$ cat src/rtl/alu_share_arbiter_if.sv
// Request/response channels between the two ALU requesters and the share arbiter.
// master = requester side, slave = arbiter side.
interface alu_share_arbiter_if #(
  parameter int XLEN = 32
);
  logic            req0_valid;
  logic            req0_ready;
  logic [3:0]      req0_ctrl;
  logic [XLEN-1:0] req0_a;
  logic [XLEN-1:0] req0_b;
  logic            req1_valid;
  logic            req1_ready;
  logic [3:0]      req1_ctrl;
  logic [XLEN-1:0] req1_a;
  logic [XLEN-1:0] req1_b;

  logic            rsp0_valid;
  logic            rsp0_ready;
  logic [XLEN-1:0] rsp0_result;
  logic            rsp0_err;
  logic            rsp1_valid;
  logic            rsp1_ready;
  logic [XLEN-1:0] rsp1_result;
  logic            rsp1_err;

  modport master (
    output req0_valid, req0_ctrl, req0_a, req0_b,
    input  req0_ready,
    output req1_valid, req1_ctrl, req1_a, req1_b,
    input  req1_ready,
    input  rsp0_valid, rsp0_result, rsp0_err,
    output rsp0_ready,
    input  rsp1_valid, rsp1_result, rsp1_err,
    output rsp1_ready
  );

  modport slave (
    input  req0_valid, req0_ctrl, req0_a, req0_b,
    output req0_ready,
    input  req1_valid, req1_ctrl, req1_a, req1_b,
    output req1_ready,
    output rsp0_valid, rsp0_result, rsp0_err,
    input  rsp0_ready,
    output rsp1_valid, rsp1_result, rsp1_err,
    input  rsp1_ready
  );
endinterface

$ cat src/rtl/alu_share_arbiter.sv
// Round-robin share of one combinational ALU between two requesters, one op in flight.
// state | meaning: IDLE accept a request, EXEC drive ALU and capture, RESP hold result until consumed.
module alu_share_arbiter #(
  parameter int XLEN = 32
) (
  input  logic              clk,
  input  logic              rst_n,
  alu_share_arbiter_if.slave bus,
  output logic [3:0]        alu_ctrl,
  output logic [XLEN-1:0]   alu_a,
  output logic [XLEN-1:0]   alu_b,
  input  logic [XLEN-1:0]   alu_result,
  output logic              busy
);

  typedef enum logic [1:0] {
    S_IDLE = 2'd0,
    S_EXEC = 2'd1,
    S_RESP = 2'd2
  } state_t;

  state_t          state_q, state_d;
  logic            last_grant_q, last_grant_d;
  logic            owner_q, owner_d;
  logic [3:0]      ctrl_q, ctrl_d;
  logic [XLEN-1:0] a_q, a_d;
  logic [XLEN-1:0] b_q, b_d;
  logic [XLEN-1:0] res0_q, res0_d;
  logic [XLEN-1:0] res1_q, res1_d;
  logic            err0_q, err0_d;
  logic            err1_q, err1_d;

  logic grant;
  logic accept;
  logic rsp_hs;
  logic ctrl_legal;

  // Round-robin: on a tie the port that did not win last time goes first.
  always_comb begin
    grant = 1'b0;
    if (bus.req0_valid && bus.req1_valid) begin
      grant = ~last_grant_q;
    end else begin
      grant = bus.req1_valid;
    end
  end

  always_comb begin
    ctrl_legal = 1'b0;
    case (ctrl_q)
      4'b0000, 4'b0001, 4'b0010, 4'b0110, 4'b0111: ctrl_legal = 1'b1;
      default:                                     ctrl_legal = 1'b0;
    endcase
  end

  assign accept = (state_q == S_IDLE) && (grant ? bus.req1_valid : bus.req0_valid);
  assign rsp_hs = (state_q == S_RESP) && (owner_q ? bus.rsp1_ready : bus.rsp0_ready);

  always_ff @(posedge clk or negedge rst_n) begin
    if (!rst_n) begin
      state_q      <= S_IDLE;
      last_grant_q <= 1'b1;
      owner_q      <= 1'b0;
      ctrl_q       <= '0;
      a_q          <= '0;
      b_q          <= '0;
      res0_q       <= '0;
      res1_q       <= '0;
      err0_q       <= 1'b0;
      err1_q       <= 1'b0;
    end else begin
      state_q      <= state_d;
      last_grant_q <= last_grant_d;
      owner_q      <= owner_d;
      ctrl_q       <= ctrl_d;
      a_q          <= a_d;
      b_q          <= b_d;
      res0_q       <= res0_d;
      res1_q       <= res1_d;
      err0_q       <= err0_d;
      err1_q       <= err1_d;
    end
  end

  always_comb begin
    state_d      = state_q;
    last_grant_d = last_grant_q;
    owner_d      = owner_q;
    ctrl_d       = ctrl_q;
    a_d          = a_q;
    b_d          = b_q;
    res0_d       = res0_q;
    res1_d       = res1_q;
    err0_d       = err0_q;
    err1_d       = err1_q;
    case (state_q)
      S_IDLE: begin
        if (accept) begin
          owner_d      = grant;
          last_grant_d = grant;
          ctrl_d       = grant ? bus.req1_ctrl : bus.req0_ctrl;
          a_d          = grant ? bus.req1_a    : bus.req0_a;
          b_d          = grant ? bus.req1_b    : bus.req0_b;
          state_d      = S_EXEC;
        end
      end
      S_EXEC: begin
        // Illegal codes still produce whatever the ALU returns; err is flagged alongside.
        if (owner_q) begin
          res1_d = alu_result;
          err1_d = ~ctrl_legal;
        end else begin
          res0_d = alu_result;
          err0_d = ~ctrl_legal;
        end
        state_d = S_RESP;
      end
      S_RESP: begin
        if (rsp_hs) state_d = S_IDLE;
      end
      default: state_d = S_IDLE;
    endcase
  end

  always_comb begin
    bus.req0_ready = (state_q == S_IDLE) && !grant;
    bus.req1_ready = (state_q == S_IDLE) &&  grant;
    bus.rsp0_valid = (state_q == S_RESP) && !owner_q;
    bus.rsp1_valid = (state_q == S_RESP) &&  owner_q;
    alu_ctrl       = (state_q == S_EXEC) ? ctrl_q : 4'b1111;
    busy           = (state_q != S_IDLE);
  end

  assign bus.rsp0_result = res0_q;
  assign bus.rsp0_err    = err0_q;
  assign bus.rsp1_result = res1_q;
  assign bus.rsp1_err    = err1_q;
  assign alu_a           = a_q;
  assign alu_b           = b_q;

endmodule

$ cat src/flat_wrapper.sv
// flat-port wrapper written by rule: the top's interface ports become plain ports
module alu_share_arbiter_flat 
#(
  parameter int XLEN = 32
)
  (clk, rst_n, alu_ctrl, alu_a, alu_b, alu_result, busy, bus_req0_valid, bus_req0_ctrl, bus_req0_a, bus_req0_b, bus_req0_ready, bus_req1_valid, bus_req1_ctrl, bus_req1_a, bus_req1_b, bus_req1_ready, bus_rsp0_valid, bus_rsp0_result, bus_rsp0_err, bus_rsp0_ready, bus_rsp1_valid, bus_rsp1_result, bus_rsp1_err, bus_rsp1_ready);
  alu_share_arbiter_if #(.XLEN(XLEN)) bus_i ();
  input  logic clk;
  input  logic rst_n;
  output logic [3:0] alu_ctrl;
  output logic [XLEN-1:0] alu_a;
  output logic [XLEN-1:0] alu_b;
  input  logic [XLEN-1:0] alu_result;
  output logic busy;
  input wire logic [$bits(bus_i.req0_valid)-1:0] bus_req0_valid;
  input wire logic [$bits(bus_i.req0_ctrl)-1:0] bus_req0_ctrl;
  input wire logic [$bits(bus_i.req0_a)-1:0] bus_req0_a;
  input wire logic [$bits(bus_i.req0_b)-1:0] bus_req0_b;
  output wire logic [$bits(bus_i.req0_ready)-1:0] bus_req0_ready;
  input wire logic [$bits(bus_i.req1_valid)-1:0] bus_req1_valid;
  input wire logic [$bits(bus_i.req1_ctrl)-1:0] bus_req1_ctrl;
  input wire logic [$bits(bus_i.req1_a)-1:0] bus_req1_a;
  input wire logic [$bits(bus_i.req1_b)-1:0] bus_req1_b;
  output wire logic [$bits(bus_i.req1_ready)-1:0] bus_req1_ready;
  output wire logic [$bits(bus_i.rsp0_valid)-1:0] bus_rsp0_valid;
  output wire logic [$bits(bus_i.rsp0_result)-1:0] bus_rsp0_result;
  output wire logic [$bits(bus_i.rsp0_err)-1:0] bus_rsp0_err;
  input wire logic [$bits(bus_i.rsp0_ready)-1:0] bus_rsp0_ready;
  output wire logic [$bits(bus_i.rsp1_valid)-1:0] bus_rsp1_valid;
  output wire logic [$bits(bus_i.rsp1_result)-1:0] bus_rsp1_result;
  output wire logic [$bits(bus_i.rsp1_err)-1:0] bus_rsp1_err;
  input wire logic [$bits(bus_i.rsp1_ready)-1:0] bus_rsp1_ready;
  assign bus_i.req0_valid = bus_req0_valid;
  assign bus_i.req0_ctrl = bus_req0_ctrl;
  assign bus_i.req0_a = bus_req0_a;
  assign bus_i.req0_b = bus_req0_b;
  assign bus_req0_ready = bus_i.req0_ready;
  assign bus_i.req1_valid = bus_req1_valid;
  assign bus_i.req1_ctrl = bus_req1_ctrl;
  assign bus_i.req1_a = bus_req1_a;
  assign bus_i.req1_b = bus_req1_b;
  assign bus_req1_ready = bus_i.req1_ready;
  assign bus_rsp0_valid = bus_i.rsp0_valid;
  assign bus_rsp0_result = bus_i.rsp0_result;
  assign bus_rsp0_err = bus_i.rsp0_err;
  assign bus_i.rsp0_ready = bus_rsp0_ready;
  assign bus_rsp1_valid = bus_i.rsp1_valid;
  assign bus_rsp1_result = bus_i.rsp1_result;
  assign bus_rsp1_err = bus_i.rsp1_err;
  assign bus_i.rsp1_ready = bus_rsp1_ready;
  alu_share_arbiter #(.XLEN(XLEN)) u_core (.clk(clk), .rst_n(rst_n), .bus(bus_i), .alu_ctrl(alu_ctrl), .alu_a(alu_a), .alu_b(alu_b), .alu_result(alu_result), .busy(busy));
endmodule
$ cat config.mk
export PLATFORM = sky130hd
export DESIGN_NAME = alu_share_arbiter_flat
export DESIGN_NICKNAME = d
export VERILOG_FILES = /design/src/rtl/alu_share_arbiter_if.sv /design/src/rtl/alu_share_arbiter.sv /design/src/flat_wrapper.sv
export SDC_FILE = /design/constraint.sdc
export NUM_CORES = 1
export LEC_CHECK = 0
export CORE_AREA = 5 5 118 120
export CTS_BUF_LIST = sky130_fd_sc_hd__clkbuf_8
export DETAILED_ROUTE_END_ITERATION = 8
export DIE_AREA = 0 0 123 125
export DONT_BUFFER_PORTS = 1
export PLACE_DENSITY = 0.7
export SLEW_MARGIN = 10
export SYNTH_ARGS = -nofsm -noshare
export SYNTH_HDL_FRONTEND = slang
export SYNTH_SLANG_ARGS = --single-unit
$ cat constraint.sdc
create_clock -name clk -period 1.7 [get_ports clk]
set_clock_uncertainty 0.1 [all_clocks]
set_input_delay 0.255 -clock clk [delete_from_list [all_inputs] [get_ports clk]]
set_output_delay 0.255 -clock clk [all_outputs]
set_load 0.005 [all_outputs]
==> impl_metrics.tcl, run 1 <==
set metrics [dict create \
    synthFlopType "dfrtp_1" \
    yosys_warnings 0 \
    ios 313 \
    cts_made_buffers 17 \
    h-tree-depth 4 \
    initial_utilization_pct 51.4 \
    cts_sinks 138 \
    syn_avg_cell_area_um2 17.0 \
    failed_stage "4_1_cts" \
    port_buffers 0 \
    cts_setup_buffers 3 \
    gp_congestion 0.807 \
    dpl-instance-area_mm2 0.00685 \
    dpl.hpwl_mm 10.9 \
    cts_hold_buf 120 \
    synth_top_area_share_pct 51.8 \
    synth_edf_count 0 \
    synth_nets 563 \
    synth_cell_type_count 26 \
    clock_path_buffers 2 \
    dp_cells 561 \
    die_x_um 123 \
    status "did not finish" \
    yosys.area.top_type "dfrtp_1" \
    netlist_area_mm2 0.00662 \
    error "[ERROR RSZ-0060] Max buffer count reached." \
    yosysSeqAreaShare_pct 52.2 \
    rows 42 \
    ys_async_sr_fraction_pct 100 \
    cts-root-buf "clkbuf_8" \
    die_y_um 125 \
    post_cts_resized 15 \
    syn_inst 389 \
    synth.most_common_cell "dfrtp_1" \
    synth_area_leaders "dfrtp_1 (52%), mux2_4 (30%), mux2_2 (11%)" \
    ys_top_cells_by_count "dfrtp_1 (137), mux2_4 (134), mux2_2 (67)" \
    ys_ff_latch 138 \
]
==> logic make-up after synthesis <==
kind of cell / count (synthesis) / share of synthesized area (%)
AOI/OAI and AO/OA: 8 / 0.794
muxes: 201 / 41.8
buffers and inverters: 24 / 3.65
DFF: 138 / 52.2
and+or+nand+nor: 18 / 1.61
==> stage by stage <==
step	utilization [%]	setup WS [ns]
floorplan	-	-0.0154
global placement	53.2	-0.0722
detailed placement	53.2	-0.0941
==> inputs of run 2 (changes only) <==
--- a/config.mk
+++ b/config.mk
@@ -5,12 +5,11 @@
 export SDC_FILE = /design/constraint.sdc
 export NUM_CORES = 1
 export LEC_CHECK = 0
-export CORE_AREA = 5 5 118 120
-export CTS_BUF_LIST = sky130_fd_sc_hd__clkbuf_8
+export CORE_MARGIN = 5
+export CORE_UTILIZATION = 40
 export DETAILED_ROUTE_END_ITERATION = 8
-export DIE_AREA = 0 0 123 125
 export DONT_BUFFER_PORTS = 1
-export PLACE_DENSITY = 0.7
+export PLACE_DENSITY_LB_ADDON = 0.15
 export SLEW_MARGIN = 10
 export SYNTH_ARGS = -nofsm -noshare
 export SYNTH_HDL_FRONTEND = slang
==> constraint.sdc (replaced) <==
create_clock -name clk -period 2.2 [get_ports clk]
set_clock_uncertainty 0.1 [all_clocks]
set_input_delay 0.33 -clock clk [delete_from_list [all_inputs] [get_ports clk]]
set_output_delay 0.33 -clock clk [all_outputs]
set_load 0.005 [all_outputs]
==> run 2 against run 1 <==
- synthesized area stayed put
- synthesized cell count stayed put
- the flow now finishes, with violations (negative hold slack)
==> impl_metrics.tcl, run 2 <==
set metrics [dict create \
    slowest_delay_ns 0.55 \
    switching_share_pct 28.9 \
    synth.most_common_cell "dfrtp_1" \
    status "finished, violations left" \
    vias_per_cell 5.03 \
    synth_nets 563 \
    fillCellCount 1431 \
    critPathSlowestCell "dfstp_2" \
    finalSetupViolCount 0 \
    power_mw 12.0 \
    dr_wl_met2_mm 7.49 \
    cts_made_buffers 17 \
    post_cts_resized 0 \
    avgRoutedWirePerCell_um 22.4 \
    grt_start_max_net_pins 139 \
    grt_pass1_wl_mm 22.8 \
    fmax_mhz 497 \
    cts_tree "yes" \
    ios 313 \
    cts_hold_buf 34 \
    ys_ff_latch 138 \
    dr_wl_met3_mm 1.45 \
    die-area_mm2 0.0192 \
    fin_setup_tns_ns 0 \
    dr.first_iter.drc_count 91 \
    clock_latency_ns 0.41 \
    die_y_um 139 \
    yosysSeqAreaShare_pct 52.2 \
    finalInstanceArea_mm2 0.00780 \
    multiInputGateArea_mm2 0.00295 \
    synth_edf_count 0 \
    maxCapViolCount 0 \
    switchingPower_mw 3.45 \
    netlist_area_mm2 0.00662 \
    die_x_um 139 \
    areaGrowthSynthToFinish_pct 17.8 \
    track_usage_pct 15.2 \
    crit_start "u_core.last_grant_q$_DFFE_PN1P_" \
    first_pass_iters 2 \
    crit_path_end_kind "output pin" \
    synthFlopType "dfrtp_1" \
    synth_area_leaders "dfrtp_1 (52%), mux2_4 (30%), mux2_2 (11%)" \
    final_common_cell "dfrtp_1" \
    cellLeakagePower_nw 3.58 \
    port_buffers 0 \
    gp_congestion 0.738 \
    regArea_mm2 0.00345 \
    synth_cell_type_count 26 \
    drive_gt1_share_pct 54.9 \
    worstPathCellList "a21bo_4 -> buf_4 -> and2_1" \
    critical_path.top_delay_family "flip-flops" \
    dpl.hpwl_mm 10.7 \
    final_cell_mix "dfrtp_1 (137), mux2_4 (134), mux2_2 (67), dlygate4sd3_1 (34), clkbuf_16 (17)" \
    worst_slew_pin_slew_ns 0.446 \
    combPwrFrac_pct 30.6 \
    h-tree-depth 4 \
    rsz0062_at_grt "false" \
    violations "negative hold slack" \
    critPathMaxFanout 14 \
    period_needed_ns 2.01 \
    crit_arrival_ns 1.58 \
    yosys.area.top_type "dfrtp_1" \
    r2r-start "u_core.last_grant_q$_DFFE_PN1P_" \
    dp_cells 594 \
    startpoint_type "flip-flop" \
    nets 601 \
    synth_top_area_share_pct 51.8 \
    clkPwrFrac_pct 26.9 \
    cts_sinks 138 \
    num_vias 3312 \
    crit_type "reg2out" \
    ir_drop_uv 641 \
    p_per_area_mw_per_mm2 1530 \
    ant_nets 0 \
    holdWs_ns -0.485 \
    drv_slew 0 \
    ys_top_cells_by_count "dfrtp_1 (137), mux2_4 (134), mux2_2 (67)" \
    core_mm2 0.0164 \
    ys_async_sr_fraction_pct 100 \
    pwr-share-seq_pct 42.5 \
    initial_utilization_pct 40.4 \
    dpl-instance-area_mm2 0.00680 \
    syn_inst 389 \
    cp.required_ns 1.77 \
    p_int_mw 8.51 \
    cts-root-buf "clkbuf_16" \
    clock_path_buffers 2 \
    overflow 0 \
    hold_violations 138 \
    grt_pass1_vias 3773 \
    maxUsedRoutingLayer "met4" \
    drc 0 \
    cts.reportedPaths.clkPinSlew_ns 0.06 \
    antennaDiodeCount 0 \
    syn_avg_cell_area_um2 17.0 \
    finalCritPeriodShare_pct 91.4 \
    rows 47 \
    crit_buf_inv 1 \
    cts_setup_buffers 0 \
    relSlewSlack_pct 70.3 \
    wl_met1_mm 5.48 \
    yosys_warnings 0 \
    hp-class "in2async" \
    antenna_found_initial 0 \
    wl_mm 14.8 \
    stdcell_count 659 \
]
## run 2: cell families after synthesis
family | after synthesis | share of synthesized area, %
buffers and inverters | 24 | 3.65
AO/OA/AOI/OAI | 8 | 0.794
AND/OR/NAND/NOR | 18 | 1.61
multiplexers | 201 | 41.8
flip-flops | 138 | 52.2
## run 2: cell type report
| cell class | instances | share of cell area (%) |
|---|---|---|
| repair buffers | 41 | 5.84 |
| well taps | 220 | 3.53 |
| inverters | 2 | 0.0962 |
| multi-input cells | 227 | 37.8 |
| clock inverters | 11 | 2.77 |
| flip-flops and latches | 138 | 44.3 |
| clock buffers | 20 | 5.73 |
## run 2: worst register-to-register path, delay by kind of cell (launching register included)
family,cells,cell delay [ns]
AO/OA/AOI/OAI,1,0.14
flip-flops,1,0.55
multiplexers,2,0.69
buffers and inverters,1,0.33
## run 2: metal layers
| layer | vias to the layer above | track usage, % |
|---|---|---|
| met5 | - | 0 |
| met1 | 1641 | 16.9 |
| met4 | 0 | 5.72 |
| met3 | 21 | 8.14 |
| met2 | 190 | 24.8 |
| li1 | 1460 | - |
## run 2: path summary, 6_finish.rpt
kind / endpoint / slack, ns / depth (start not counted)
max: bus_req0_ready / 0.19 / 3
min: u_core.bus.rsp1_result[16]$_DFFE_PN0P_ / -0.49 / 0
max reg2reg: u_core.ctrl_q[0]$_DFFE_PN0P_ / 0.28 / 4
min reg2reg: u_core.bus.rsp0_result[4]$_DFFE_PN0P_ / 0.44 / 1
max in group asynchronous: u_core.last_grant_q$_DFFE_PN1P_ / 2.23 / 0
min in group clk: u_core.state_q[1]$_DFFE_PN0P_ / 0.05 / 2
## run 2: metrics by stage
stage	hold slack (ns)	setup WS (ns)	utilization (%)
2_1_floorplan	-0.0656	0.482	-
3_3_place_gp	-0.0619	0.333	41.4
3_5_place_dp	-0.0620	0.312	41.4
4_1_cts	-0.511	0.153	47.5
5_1_grt	-0.517	0.125	47.5
6_report	-0.485	0.189	47.5
## run 2: power groups by stage
stage               Clock (mW)  Combinational, mW  Sequential, mW
floorplan                    0               3.29            4.66
global placement             0               3.54            5.15
detailed placement           0               3.66            5.15
CTS                       3.31               3.72            5.14
global route              3.41               3.92            5.27
finish                    3.22               3.66            5.08
No activity file was read; power rests on OpenSTA's default activity.
==> inputs of run 3 (changes only) <==
--- a/config.mk
+++ b/config.mk
@@ -5,10 +5,9 @@
 export SDC_FILE = /design/constraint.sdc
 export NUM_CORES = 1
 export LEC_CHECK = 0
-export CORE_MARGIN = 5
+export CORE_MARGIN = 10
 export CORE_UTILIZATION = 40
 export DETAILED_ROUTE_END_ITERATION = 8
-export DONT_BUFFER_PORTS = 1
 export PLACE_DENSITY_LB_ADDON = 0.15
 export SLEW_MARGIN = 10
 export SYNTH_ARGS = -nofsm -noshare
==> run 3 against run 2 <==
- the run now ends clean
- setup slack worse by 0.023 ns
- cell area increased by 37%
- sequential share of layout area fell by 12 points
- largest cell class unchanged
- largest power group is now combinational logic
==> impl_metrics.tcl, run 3 (same netlist as run 2, synthesis figures left out) <==
set metrics [dict create \
    finalInstanceArea_mm2 0.0107 \
    rows 46 \
    cellLeakagePower_nw 4.77 \
    finish.utilization_pct 66.7 \
    core_mm2 0.0161 \
    ir_drop_uv 566 \
    initial_utilization_pct 41.2 \
    cp.required_ns 1.77 \
    cts_tree "yes" \
    clock_path_buffers 2 \
    regArea_mm2 0.00346 \
    areaGrowthSynthToFinish_pct 61.7 \
    startpoint_type "flip-flop" \
    final_common_cell "clkdlybuf4s50_1" \
    ios 313 \
    die-area_mm2 0.0221 \
    grt_pass1_wl_mm 30.1 \
    gp_congestion 0.782 \
    dr.first_iter.drc_count 104 \
    hp-class "in2async" \
    drc 0 \
    finalCritPeriodShare_pct 92.4 \
    die_x_um 149 \
    wl_mm 19.7 \
    die_y_um 149 \
    dpl-instance-area_mm2 0.0100 \
    period_needed_ns 2.03 \
    top_usage_layer "met2" \
    ant_nets 0 \
    critPathMaxFanout 5 \
    met1_usage_pct 19.1 \
    final_cell_mix "clkdlybuf4s50_1 (307), dfrtp_1 (136), mux2_4 (134), mux2_2 (67), clkbuf_16 (17)" \
    dpl.hpwl_mm 15.8 \
    drv_slew 0 \
    finalSetupViolCount 0 \
    maxCapViolCount 0 \
    met2_usage_pct 30.3 \
    grtUsageMet3_pct 8.01 \
    drive_gt1_share_pct 35.3 \
    crit_path_end_kind "output pin" \
    overflow 0 \
    cts-root-buf "clkbuf_16" \
    cts_made_buffers 17 \
    fin_setup_tns_ns 0 \
    port_buffers 312 \
    nets 893 \
    avgRoutedWirePerCell_um 20.8 \
    fmax_mhz 492 \
    track_usage_pct 17.8 \
    fin_ws_ns 0.166 \
    cts_sinks 138 \
    num_vias 4460 \
    holdWs_ns 0.328 \
    cts.reportedPaths.clkPinSlew_ns 0.06 \
    hold_violations 0 \
    grt_start_max_net_pins 53 \
    worst_slew_pin_slew_ns 0.500 \
    h-tree-depth 4 \
    antenna_found_initial 1 \
    clock_latency_ns 0.41 \
    rsz0062_at_grt "false" \
    p_per_area_mw_per_mm2 1380 \
    vias_per_cell 4.71 \
    crit_type "reg2out" \
    first_pass_iters 6 \
    relSlewSlack_pct 66.7 \
    pre_cts_ws_ns 0.0337 \
    crit_arrival_ns 1.60 \
    antennaDiodeCount 0 \
    status "completed" \
    grt_pass1_vias 5162 \
    multiInputGateArea_mm2 0.00296 \
    fillCellCount 1124 \
]
## run 3: cell types whose count changed in the layout (fill, tap and decap cells not counted), moves of 2 or more
cell             before  now
clkdlybuf4s50_1       0  307
dlymetal6s2s_1        0    3
dlygate4sd3_1        34    1
buf_12                5    7
buf_4                 2   13
## run 3: final cells by class
cell class | instances | area share, %
Multi-Input combinational cell | 227 | 27.6
Clock buffer | 19 | 4.14
Timing Repair Buffer | 333 | 31.6
Clock inverter | 11 | 1.81
Inverter | 2 | 0.0701
Tap cell | 216 | 2.52
Sequential cell | 138 | 32.3
## run 3: what timing repair did
item / 4_1_cts / 5_1_grt
hold buffers: 1 / 0
setup endpoints to repair: 6 / 5
buffers inserted: 3 / 0
gates resized for setup: 4 / 4
hold endpoints to repair: 47 / 0
pin swaps: 1 / 0
## run 3: metal layers
metal	vias up	part of all wire [%]
met3	28	9.7
met1	2174	38
met2	208	51
met4	2	2.1
li1	2048	-
met5	-	0.066
## run 3: final timing paths
| check | startpoint | to | slack (ns) | depth (start not counted) |
|---|---|---|---|---|
| min in group clk | u_core.bus.rsp1_err$_DFFE_PN0P_ | u_core.bus.rsp1_err$_DFFE_PN0P_ | 0.39 | 2 |
| max in group asynchronous | rst_n | u_core.bus.rsp1_result[9]$_DFFE_PN0P_ | 1.00 | 3 |
| hold / removal | rst_n | u_core.bus.rsp0_result[13]$_DFFE_PN0P_ | 0.33 | 2 |
| setup reg to reg | u_core.last_grant_q$_DFFE_PN1P_ | u_core.alu_b[0]$_DFFE_PN0P_ | 0.27 | 5 |
| setup / recovery | u_core.state_q[0]$_DFFE_PN0P_ | alu_ctrl[1] | 0.17 | 3 |
| hold reg to reg | u_core.bus.rsp1_err$_DFFE_PN0P_ | u_core.bus.rsp1_err$_DFFE_PN0P_ | 0.39 | 2 |
## run 3: per-stage QoR
step,power [mW],cells
4_1_cts,15.0,946
2_1_floorplan,7.95,389
5_1_grt,15.6,946
3_3_place_gp,11.7,912
6_report,14.8,946
3_5_place_dp,11.8,912
## run 3: critical path, stage by stage (launching register included)
cell	delay [ns]
dfrtp_1	0.42
nor2b_4	0.23
nand2b_1	0.07
clkdlybuf4s50_1	0.48
## run 3: power by group
group	internal [mW]	switching [mW]	leakage, nW
Clock	2.03	1.05	0.310
Combinational	4.85	2.22	2.84
Sequential	3.88	0.790	1.62
==> inputs of run 4 (changes only) <==
--- a/config.mk
+++ b/config.mk
@@ -6,10 +6,11 @@
 export NUM_CORES = 1
 export LEC_CHECK = 0
 export CORE_MARGIN = 10
-export CORE_UTILIZATION = 40
+export CORE_UTILIZATION = 42
 export DETAILED_ROUTE_END_ITERATION = 8
 export PLACE_DENSITY_LB_ADDON = 0.15
 export SLEW_MARGIN = 10
 export SYNTH_ARGS = -nofsm -noshare
 export SYNTH_HDL_FRONTEND = slang
 export SYNTH_SLANG_ARGS = --single-unit
+export TNS_END_PERCENT = 1
==> run 4 against run 3 <==
- clock power decreased by 9.1%
- register-to-register slack barely moved
- sequential power barely moved
- flip-flop and latch count did not move
- combinational power barely moved
- global-route usage grew 0.28 points
- final cell count down 0.74%
- critical path depth is 1 higher
- power down 2.1%
- cell area decreased by 0.74%
- first-iteration DRC count up 80%
- largest cell class unchanged
- largest power group unchanged
- highest routed layer is now met4
==> impl_metrics.tcl, run 4 (same netlist as run 2, synthesis figures left out) <==
set metrics [dict create \
    status "completed" \
    vias_per_cell 4.73 \
    dpl.hpwl_mm 15.1 \
    startpoint_type "flip-flop" \
    grt_pass1_wl_mm 30.0 \
    cp.required_ns 1.77 \
    dpl-instance-area_mm2 0.0100 \
    fillCellCount 1065 \
    cts.reportedPaths.clkPinSlew_ns 0.05 \
    worst_slew_pin_slew_ns 0.495 \
    cts_tree "yes" \
    num_vias 4441 \
    crit_path_end_kind "output pin" \
    slowest_delay_ns 0.51 \
    fin_ws_ns 0.0670 \
    crit_arrival_ns 1.70 \
    maxCapViolCount 0 \
    clock_path_buffers 2 \
    nets 889 \
    critPathSlowestCell "clkdlybuf4s50_1" \
    gp_congestion 0.768 \
    ios 313 \
    cts_sinks 138 \
    hp-class "in2async" \
    areaGrowthSynthToFinish_pct 60.5 \
    die-area_mm2 0.0212 \
    dr.first_iter.drc_count 187 \
    fmax_mhz 469 \
    ir_drop_uv 606 \
    final_common_cell "clkdlybuf4s50_1" \
    grt_pass1_vias 5133 \
    crit_buf_inv 2 \
    h-tree-depth 4 \
    avgRoutedWirePerCell_um 20.2 \
    port_buffers 312 \
    core_mm2 0.0153 \
    antenna_found_initial 0 \
    period_needed_ns 2.13 \
    track_usage_pct 18.1 \
    antennaDiodeCount 0 \
    critical_path.top_delay_family "buffers and inverters" \
    worstPathCellList "nor2_4 -> inv_2 -> nor2_1 -> clkdlybuf4s50_1" \
    crit_type "reg2out" \
    initial_utilization_pct 43.2 \
    p_per_area_mw_per_mm2 1370 \
    ant_nets 0 \
    pre_cts_ws_ns 0.0254 \
    relSlewSlack_pct 67.0 \
    drc 0 \
    drv_slew 0 \
    finalInstanceArea_mm2 0.0106 \
    drive_gt1_share_pct 35.3 \
    clock_latency_ns 0.41 \
    finalSetupViolCount 0 \
    rsz0062_at_grt "false" \
    cts-root-buf "clkbuf_16" \
    cellLeakagePower_nw 4.69 \
    critPathMaxFanout 5 \
    wl_mm 19.0 \
    final_cell_mix "clkdlybuf4s50_1 (309), dfrtp_1 (135), mux2_4 (134), mux2_2 (67), clkbuf_16 (17)" \
    die_y_um 146 \
    overflow 0 \
    die_x_um 146 \
    rows 45 \
    grt_start_max_net_pins 56 \
    regToRegSetupSlack_ns 0.26 \
    first_pass_iters 4 \
    finalCritPeriodShare_pct 97.0 \
    cts_made_buffers 17 \
    hold_violations 0 \
]
[run 4: timing repair]
action | 4_1_cts | 5_1_grt
pin swaps | 2 | 1
hold endpoints to repair | 49 | 0
buffers inserted | 1 | 1
endpoints found under the setup margin | 7 | 3
cloned | 0 | 0
hold buffers | 1 | 0
resized for setup | 6 | 2
[run 4: metal layers]
layer | up-vias | share of wire [%] | track usage (%)
li1 | 2047 | - | -
met1 | 2188 | 38 | 19.3
met2 | 187 | 52 | 31.5
met3 | 19 | 8.2 | 7.98
met4 | 0 | 1.5 | 5.56
met5 | - | 0 | 0
[run 4: final cells by class]
| cell class | instances | area [µm²] | area share [%] |
|---|---|---|---|
| Sequential cell | 138 | 3460 | 32.5 |
| Tap cell | 211 | 264 | 2.48 |
| Clock buffer | 19 | 433 | 4.07 |
| Inverter | 2 | 7.51 | 0.0707 |
| Timing Repair Buffer | 329 | 3360 | 31.6 |
| Multi-Input combinational cell | 227 | 2960 | 27.8 |
| Clock inverter | 13 | 153 | 1.44 |
[run 4: worst paths after layout]
check | startpoint | end | depth (start not counted)
max | u_core.state_q[1]$_DFFE_PN0P_ | bus_req1_ready | 4
min | rst_n | u_core.alu_b[10]$_DFFE_PN0P_ | 2
max reg2reg | u_core.last_grant_q$_DFFE_PN1P_ | u_core.ctrl_q[3]$_DFFE_PN0P_ | 5
min reg2reg | u_core.bus.rsp1_err$_DFFE_PN0P_ | u_core.bus.rsp1_err$_DFFE_PN0P_ | 2
max in group asynchronous | rst_n | u_core.bus.rsp0_result[31]$_DFFE_PN0P_ | 3
min in group clk | u_core.bus.rsp1_err$_DFFE_PN0P_ | u_core.bus.rsp1_err$_DFFE_PN0P_ | 2
[run 4: through the flow]
stage / setup TNS, ns / hold WS [ns] / power (mW) / std cells / util, %
2_1_floorplan: 0 / -0.0656 / 7.95 / 389 / -
3_3_place_gp: 0 / 0.210 / 11.7 / 904 / 65.3
3_5_place_dp: 0 / 0.220 / 11.8 / 904 / 65.3
4_1_cts: -0.0114 / 0.343 / 14.7 / 938 / 69.3
5_1_grt: 0 / 0.393 / 15.4 / 939 / 69.4
6_report: 0 / 0.340 / 14.5 / 939 / 69.4
[run 4: report_power, final]
| group | internal, mW | leakage (nW) | switching, mW | total, mW |
|---|---|---|---|---|
| Combinational | 4.85 | 2.79 | 2.19 | 7.04 |
| Clock | 1.77 | 0.286 | 1.04 | 2.81 |
| Sequential | 3.88 | 1.61 | 0.780 | 4.66 |
| Total | 10.5 | 4.69 | 4.02 | 14.5 |
[run 4: worst reg2reg max path: stages (launching register included)]
cell     delay [ns]
dfstp_2        0.56
a21bo_4        0.15
buf_4          0.16
buf_4          0.23
mux2_2         0.36
mux2_2         0.26
